**src/rtl/regfile_arbiter.sv**
```systemverilog
// regfile_arbiter: shares one single-write / dual-read register file between
// NREQ requesters. Round-robin grant, one op per cycle, optional lock that
// keeps the grant with one requester for atomic sequences (forcibly released
// after LOCK_TO idle cycles). Read data returns one cycle after acceptance,
// matching the register file's synchronous read.
//
// Optional feature macro: RF_WBYPASS_EN
//   defined   -> an op that reads the register it writes gets the NEW value
//   undefined -> such an op gets the OLD value (plain register file timing)
module regfile_arbiter #(
  parameter int NREQ    = 2,
  parameter int AW      = 5,
  parameter int DW      = 32,
  parameter int LOCK_TO = 15
) (
  input  logic               clk,
  input  logic               resetn,
  input  logic [NREQ-1:0]    req_valid,
  output logic [NREQ-1:0]    req_ready,
  input  logic [NREQ-1:0]    req_lock,
  input  logic [NREQ-1:0]    req_we,
  input  logic [NREQ*AW-1:0] req_ra1,
  input  logic [NREQ*AW-1:0] req_ra2,
  input  logic [NREQ*AW-1:0] req_wa,
  input  logic [NREQ*DW-1:0] req_wd,
  output logic [NREQ-1:0]    resp_valid,
  output logic [DW-1:0]      resp_rd1,
  output logic [DW-1:0]      resp_rd2,
  output logic               rf_write,
  output logic [AW-1:0]      rf_readReg1,
  output logic [AW-1:0]      rf_readReg2,
  output logic [AW-1:0]      rf_writeReg,
  output logic [DW-1:0]      rf_writeData,
  input  logic [DW-1:0]      rf_readData1,
  input  logic [DW-1:0]      rf_readData2
);

  localparam int PW = (NREQ > 1) ? $clog2(NREQ) : 1;
  localparam int CW = (LOCK_TO > 1) ? $clog2(LOCK_TO) : 1;
  localparam logic [CW-1:0] IDLE_MAX = CW'(LOCK_TO - 1);

  typedef enum logic [0:0] {
    ST_IDLE   = 1'b0,
    ST_LOCKED = 1'b1
  } state_t;

  state_t          state_r;
  logic [PW-1:0]   ptr_r;
  logic [PW-1:0]   owner_r;
  logic [CW-1:0]   idle_cnt_r;
  logic [NREQ-1:0] resp_valid_r;

  logic            grant_vld_s;
  logic [PW-1:0]   grant_idx_s;
  logic [PW-1:0]   cand_s;
  logic [NREQ-1:0] ready_s;
  logic            accept_s;
  logic            grant_lock_s;
  logic            grant_we_s;
  logic [AW-1:0]   sel_ra1_s;
  logic [AW-1:0]   sel_ra2_s;
  logic [AW-1:0]   sel_wa_s;
  logic [DW-1:0]   sel_wd_s;
  logic [DW-1:0]   resp_rd1_s;
  logic [DW-1:0]   resp_rd2_s;

  // Round-robin successor of a requester index.
  function automatic logic [PW-1:0] next_ptr(input logic [PW-1:0] g);
    logic [PW-1:0] r;
    if (int'(g) >= NREQ - 1) begin
      r = '0;
    end else begin
      r = g + PW'(1);
    end
    return r;
  endfunction

  // One-hot vector for a requester index.
  function automatic logic [NREQ-1:0] onehot(input logic [PW-1:0] g);
    logic [NREQ-1:0] r;
    r = '0;
    for (int i = 0; i < NREQ; i++) begin
      r[i] = (g == PW'(i));
    end
    return r;
  endfunction

  // Grant selection: round-robin from ptr when idle, owner only when locked.
  always_comb begin
    grant_vld_s = 1'b0;
    grant_idx_s = '0;
    cand_s      = '0;
    if (!resetn) begin
      grant_vld_s = 1'b0;
    end else if (state_r == ST_LOCKED) begin
      grant_vld_s = req_valid[owner_r];
      grant_idx_s = owner_r;
    end else begin
      for (int k = 0; k < NREQ; k++) begin
        cand_s = PW'((int'(ptr_r) + k) % NREQ);
        if (!grant_vld_s && req_valid[cand_s]) begin
          grant_vld_s = 1'b1;
          grant_idx_s = cand_s;
        end else begin
          grant_vld_s = grant_vld_s;
        end
      end
    end
  end

  // Ready vector (doubles as the accept one-hot) and granted-slice mux.
  always_comb begin
    ready_s      = grant_vld_s ? onehot(grant_idx_s) : '0;
    sel_ra1_s    = '0;
    sel_ra2_s    = '0;
    sel_wa_s     = '0;
    sel_wd_s     = '0;
    for (int i = 0; i < NREQ; i++) begin
      sel_ra1_s = sel_ra1_s | (req_ra1[i*AW +: AW] & {AW{ready_s[i]}});
      sel_ra2_s = sel_ra2_s | (req_ra2[i*AW +: AW] & {AW{ready_s[i]}});
      sel_wa_s  = sel_wa_s  | (req_wa[i*AW +: AW]  & {AW{ready_s[i]}});
      sel_wd_s  = sel_wd_s  | (req_wd[i*DW +: DW]  & {DW{ready_s[i]}});
    end
    accept_s     = |ready_s;
    grant_lock_s = |(ready_s & req_lock);
    grant_we_s   = |(ready_s & req_we);
  end

  assign req_ready    = ready_s;
  assign rf_write     = accept_s & grant_we_s;
  assign rf_readReg1  = sel_ra1_s;
  assign rf_readReg2  = sel_ra2_s;
  assign rf_writeReg  = sel_wa_s;
  assign rf_writeData = sel_wd_s;

  // Arbitration state: pointer, lock ownership, lock timeout, response flag.
  always_ff @(posedge clk or negedge resetn) begin
    if (!resetn) begin
      state_r      <= ST_IDLE;
      ptr_r        <= '0;
      owner_r      <= '0;
      idle_cnt_r   <= '0;
      resp_valid_r <= '0;
    end else begin
      resp_valid_r <= ready_s;
      case (state_r)
        ST_IDLE: begin
          if (accept_s && grant_lock_s) begin
            state_r    <= ST_LOCKED;
            owner_r    <= grant_idx_s;
            idle_cnt_r <= '0;
          end else if (accept_s) begin
            ptr_r <= next_ptr(grant_idx_s);
          end else begin
            ptr_r <= ptr_r;
          end
        end
        ST_LOCKED: begin
          if (accept_s && grant_lock_s) begin
            idle_cnt_r <= '0;
          end else if (accept_s) begin
            state_r    <= ST_IDLE;
            ptr_r      <= next_ptr(owner_r);
            idle_cnt_r <= '0;
          end else if (idle_cnt_r == IDLE_MAX) begin
            // owner went quiet too long: drop the lock so others can proceed
            state_r    <= ST_IDLE;
            ptr_r      <= next_ptr(owner_r);
            idle_cnt_r <= '0;
          end else begin
            idle_cnt_r <= idle_cnt_r + CW'(1);
          end
        end
        default: begin
          state_r    <= ST_IDLE;
          idle_cnt_r <= '0;
        end
      endcase
    end
  end

  assign resp_valid = resp_valid_r;

`ifdef RF_WBYPASS_EN
  logic          byp1_r;
  logic          byp2_r;
  logic [DW-1:0] byp_wd_r;

  // Capture same-op read-after-write matches so the response returns new data.
  always_ff @(posedge clk or negedge resetn) begin
    if (!resetn) begin
      byp1_r   <= 1'b0;
      byp2_r   <= 1'b0;
      byp_wd_r <= '0;
    end else begin
      byp1_r   <= accept_s & grant_we_s & (sel_ra1_s == sel_wa_s);
      byp2_r   <= accept_s & grant_we_s & (sel_ra2_s == sel_wa_s);
      byp_wd_r <= sel_wd_s;
    end
  end
`endif

  // Response data: register-file read data (or bypass) only in the response cycle.
  always_comb begin
    resp_rd1_s = '0;
    resp_rd2_s = '0;
    if (|resp_valid_r) begin
`ifdef RF_WBYPASS_EN
      resp_rd1_s = byp1_r ? byp_wd_r : rf_readData1;
      resp_rd2_s = byp2_r ? byp_wd_r : rf_readData2;
`else
      resp_rd1_s = rf_readData1;
      resp_rd2_s = rf_readData2;
`endif
    end else begin
      resp_rd1_s = '0;
      resp_rd2_s = '0;
    end
  end

  assign resp_rd1 = resp_rd1_s;
  assign resp_rd2 = resp_rd2_s;

endmodule

```
**config.mk**
```make
export PLATFORM = sky130hd
export DESIGN_NAME = regfile_arbiter
export DESIGN_NICKNAME = d
export VERILOG_FILES = /design/src/rtl/regfile_arbiter.sv
export SDC_FILE = /design/constraint.sdc
export NUM_CORES = 1
export LEC_CHECK = 0
export ABC_AREA = 1
export BUFFER_PORTS_ARGS = -buffer_cell sky130_fd_sc_hd__buf_4
export CORE_AREA = 2 2 109 111
export CTS_BUF_LIST = sky130_fd_sc_hd__clkbuf_8 sky130_fd_sc_hd__clkbuf_16
export DETAILED_ROUTE_END_ITERATION = 8
export DIE_AREA = 0 0 111 113
export SLEW_MARGIN = 20
export SYNTH_ARGS = -nofsm -noshare
export SYNTH_HDL_FRONTEND = slang
export SYNTH_SLANG_ARGS = --single-unit
```
**constraint.sdc**
```tcl
create_clock -name clk -period 1.3 [get_ports clk]
set_input_delay 0.13 -clock clk [delete_from_list [all_inputs] [get_ports clk]]
set_output_delay 0.13 -clock clk [all_outputs]
set_load 0.01 [all_outputs]
```
# Yosys cells after proc, flatten, opt, wreduce, memory -nomap -nowiden
# Cells that the tools add are included.
# W data, S select, Z words.
# totals
word_cells	83
input_bits	166
output_inout_bits	116
register_bits	9
# classes
n_bitwise	17
n_mux	37
eq_ne	6
magnitude_cmp	5
n_reduce_logical	9
add_sub_neg	4
# ops
op	count
$and A32 B32 Y32	2
$mux W32	2
$or A32 B32 Y32	1
$and A5 B5 Y5	6
$mux W1	27
$mux W4	4
$or A5 B5 Y5	3
$ne A2 B2 Y1 const B	4
$pmux W4 S2	1
$reduce_or A2 Y1	4
$lt A1 B2 Y1 const B	3
$add A4 B1 Y4 const B	1
$and A2 B2 Y2	2
$eq A4 B4 Y1 const B	1
$pmux W1 S2	2
$reduce_and A4 Y1	1
$add A1 B1 Y1 const B	3
$ne A3 B1 Y1 const B	1
$ge A1 B1 Y1 const B	2
$logic_and A1 B1 Y1	2
$mux W2	1
$not A1 Y1	2
$reduce_and A2 Y1	1
$and A1 B1 Y1	1
$logic_not A1 Y1	1

# Depth between registers and ports, before layout
# depth
ltp_word	17
depth_mapped	11
ltp_nobuf	10

# Worst setup path before layout
# Ideal clock, no wire load.
# synth_timing
path_type	flip-flop to output port
from	reg state_r
to	out rf_writeData[12]
required_time_ns	1.170
n_path_buf	2
path_slack_ns	-0.140
path_stages_with_launch	9
t_arrival_ns	1.310
path_cell_list	dfrtp_1 -> a21boi_1 -> nand2_1 -> inv_1 -> nand2_1 -> inv_2 -> buf_4 -> buf_6 -> a22o_1
# synth_via
elab_chain_len	6
elab_cells_between_ends	9
classes_between	mux: 5; bitwise: 4
# synth_rtl
item	line	rtl
start: declaration	47	state_t state_r;
start signal: assignment	139	state_r <= ST_IDLE;
start signal: assignment	149	state_r <= ST_LOCKED;
start signal: assignment	162	state_r <= ST_IDLE;
$mux W1	95	end else if (state_r == ST_LOCKED) begin
$mux W1	93	if (!resetn) begin
$not A1 Y1	83	r[i] = (g == PW'(i));
$mux W2 *	113	ready_s = grant_vld_s ? onehot(grant_idx_s) : '0;
$and A32 B32 Y32	122	sel_wd_s = sel_wd_s | (req_wd[i*DW +: DW] & {DW{ready_s[i]}});
$or A32 B32 Y32 *	122	
end: declaration	33	output logic [DW-1:0] rf_writeData,
# Mark *: on every way between the ends. The rest lies on a longest branch, timed or not.

# Worst setup path after layout
# layout_timing
from	reg state_r
to	out rf_writeReg[4]
# layout_via
elab_chain_len	6
elab_cells_between_ends	9
classes_between	mux: 5; bitwise: 4
# layout_rtl
item	line	rtl
$mux W1	95	
$mux W1	93	
$not A1 Y1	83	
$mux W2 *	113	
$and A5 B5 Y5	121	sel_wa_s = sel_wa_s | (req_wa[i*AW +: AW] & {AW{ready_s[i]}});
$or A5 B5 Y5 *	121	
end: declaration	32	output logic [AW-1:0] rf_writeReg,
# Marks and branches as above.

==> flow_summary.toml <==
[status]
status = "complete, but fails checks"
violations = "negative setup slack"

[route]
firstDrtPassIters = 4
ant_nets = 0
wl_um = 11200
viasPerCell = 4.274
drc = 0
vias = 3026
drt-wirelength-per-cell_um = 15.82
drt_iter0_markers = 65

[setup_path]
cpMostUsedCell = "nand2_4"
crit_chain = "a21boi_2, nand2_4, nand2_4, inv_8, buf_12, a22o_1, buf_4"
end_kind = "output port"
cp.required_ns = 1.17
criticalPathCategory = "flip-flop to output port"
worst-path-stages = 7
max_stage_delay_ns = 0.44
worstPathArrival_ns = 1.70
cp_max_fo = 13
path_buf_inv = 3
ff2ff_path_depth = 9
cp-start-kind = "flip-flop"
cpMaxStageDelayCell = "dfrtp_2"
cp_top_family = "compound AO/OA/AOI/OAI gates"

[synthesis]
yosysSeqAreaShare_pct = 15.24
synth_top_area_share_pct = 28.45
yosysMostFrequentCell = "inv_1"
ys_warn_count = 0
synth_commonest_cells = "71 x inv_1, 67 x nor2_1, 48 x a22o_1"
syn_avg_cell_area_um2 = 5.795
synth_fp_nets = 423
synth_edf_count = 0
synthCells = 255
ys_types = 18
ys.flop_type = "dfrtp_1"
yosys-top-cells-area = "a22o_1 28%, inv_1 18%, nor2_1 17%"
synth_top_cell_by_area = "a22o_1"
synth.cell_area_um2 = 1478
synth-seq-cells = 9
ys_async_sr_fraction_pct = 100.0

[floorplanning]
die_area_um2 = 12540
die_h_um = 113
coreArea_um2 = 11270
initial_core_util_pct = 13.11
die_w_um = 111
io_pins = 282
fp-row-count = 39

[sta]
finalSetupViolCount = 122
skew_ns = 0.001498
worst_slew_pin_slew_ns = 0.2370
rsz0062_at_grt = "yes"
hold_viol = 0
slew_viol_final = 0
period_minus_slack_ns = 1.825
slew_headroom_pct = 84.16
max_freq_mhz = 547.9
min_period_over_period_pct = 140.4
setup_slack_ns = -0.5250

[cts]
cts-buffers-inserted = 3
cts_root_buf = "clkbuf_16"
h-tree-depth = 1
cts_sinks = 9
clk_pin_slew_ns = 0.04
cts_tree = "built"
clock_latency_ns = 0.23
cts_buffer_depth = 2

[worst_hold_path]
hold_depth = 5
hold_path.class = "primary input to flip-flop"

[global_routing]
overflow = 0
grt_pass1_wl_um = 12580
grt_max_degree = 51
grt_pass1_vias = 2642
antenna_found_initial = 0
grt_usage_pct = 12.12

[final_layout]
antennaDiodeCount = 0
nFillCells = 1056
finish.instance_area_um2 = 5164
nNetsFinal = 734
final_layout_size_suffix_gt1_share_pct = 72.04
area_growth_pct = 249.4
fin_cells = 708

[power]
p_total_mw = 7.090
leakage_nw = 2.773
peakVddDrop_v = 0.0006754
power-per-cell-area_nw_per_um2 = 1373

[placed_design]
gp_congestion = 0.8492
place_inst = 680
placed_cell_area_um2 = 3879
io_buffer_count = 281
hpwl_um = 7191

[job]
maxCapViolations = 0
==> area by class of cell <==
class	instances	area (µm²)	share of cell area, %
sequential	9	226.5	4.386
tap	143	178.9	3.465
clock inverter	1	3.754	0.07269
inverter	73	291.5	5.646
clock buffer	3	75.07	1.454
timing repair buffer	322	2972	57.55
multi-input combinational	157	1416	27.43
==> power by group <==
part | leakage (nW) | internal [mW] | switching, mW
clock | 0.0423 | 0.402 | 0.133
combinational | 2.61 | 3.27 | 2.81
sequential | 0.116 | 0.377 | 0.0947
==> tightest hold or removal path, delay by kind of cell <==
family / cells / cell delay (ns)
buffers and inverters: 2 / 0.12
AND/OR/NAND/NOR: 3 / 0.30
==> placed cells by master (no fill, tap or decap), types with 2 or more instances in the layout <==
| cell type | count |
|---|---|
| buf_4 | 232 |
| inv_1 | 69 |
| buf_6 | 69 |
| nor2_4 | 61 |
| a22o_1 | 48 |
| nand2_1 | 14 |
| clkbuf_16 | 12 |
| buf_12 | 8 |
| dfrtp_1 | 8 |
| nor2_2 | 6 |
| nand3_1 | 5 |
| o21ai_0 | 5 |
| nand2_4 | 4 |
| nand2_2 | 3 |
| nand4_1 | 3 |
| inv_2 | 2 |
| inv_8 | 2 |
| ha_1 | 2 |
| buf_8 | 2 |
==> per-stage QoR <==
step | setup WS (ns) | util [%] | hold WS [ns] | TNS [ns]
after global routing | -0.5650 | 45.81 | 0.3919 | -43.82
final | -0.5250 | 45.81 | 0.3494 | -38.27
after detailed placement | -0.2536 | 34.41 | 0.07416 | -11.41
after global placement | -0.2428 | 34.41 | 0.06386 | -10.11
after CTS | -0.4972 | 35.55 | 0.3254 | -28.98
after floorplan | -0.1020 | - | -0.1656 | -2.308
==> flip-flops by register name, indices dropped and copies added, names as in the netlist <==
signal / cells
idle_cnt_r: 4
resp_valid: 2
owner_r: 1
ptr_r: 1
state_r: 1
==> repair_timing <==
item,in CTS,in global routing
hold buffers,1,0
pin swaps,1,8
cloned,1,15
setup endpoints to repair,120,122
endpoints found under the hold margin,9,0
resized for setup,4,217
buffers inserted,1,6
==> kinds of logic (layout without fill, tap and decap cells) <==
kind of cell,after synthesis,after routing,share of synthesized area (%)
compound gates,55,55,30.99
buf+inv,89,399,24.89
xor+xnor,2,2,1.186
fa+ha+maj,2,2,1.693
flops,9,9,15.24
simple gates,98,98,26.00
==> layer usage <==
metal  GRT usage (%)  part of all wire, %  up-vias
li1                -                    -     1424
met1           13.52                   38     1413
met2           22.86                   53      177
met3           3.589                  7.1       12
met4           2.500                  1.7        0
met5               0                    0        -
==> final timing paths <==
path / slack, ns / to / startpoint
min in group asynchronous: 0.44 / owner_r / resetn
max in group asynchronous: 0.71 / state_r / resetn
hold reg to reg: 0.49 / ptr_r / ptr_r
setup / recovery: -0.53 / rf_writeReg[4] / state_r
setup reg to reg: -0.20 / owner_r / state_r
hold / removal: 0.35 / state_r / req_lock[0]
Power figures use the tool's default switching activity.
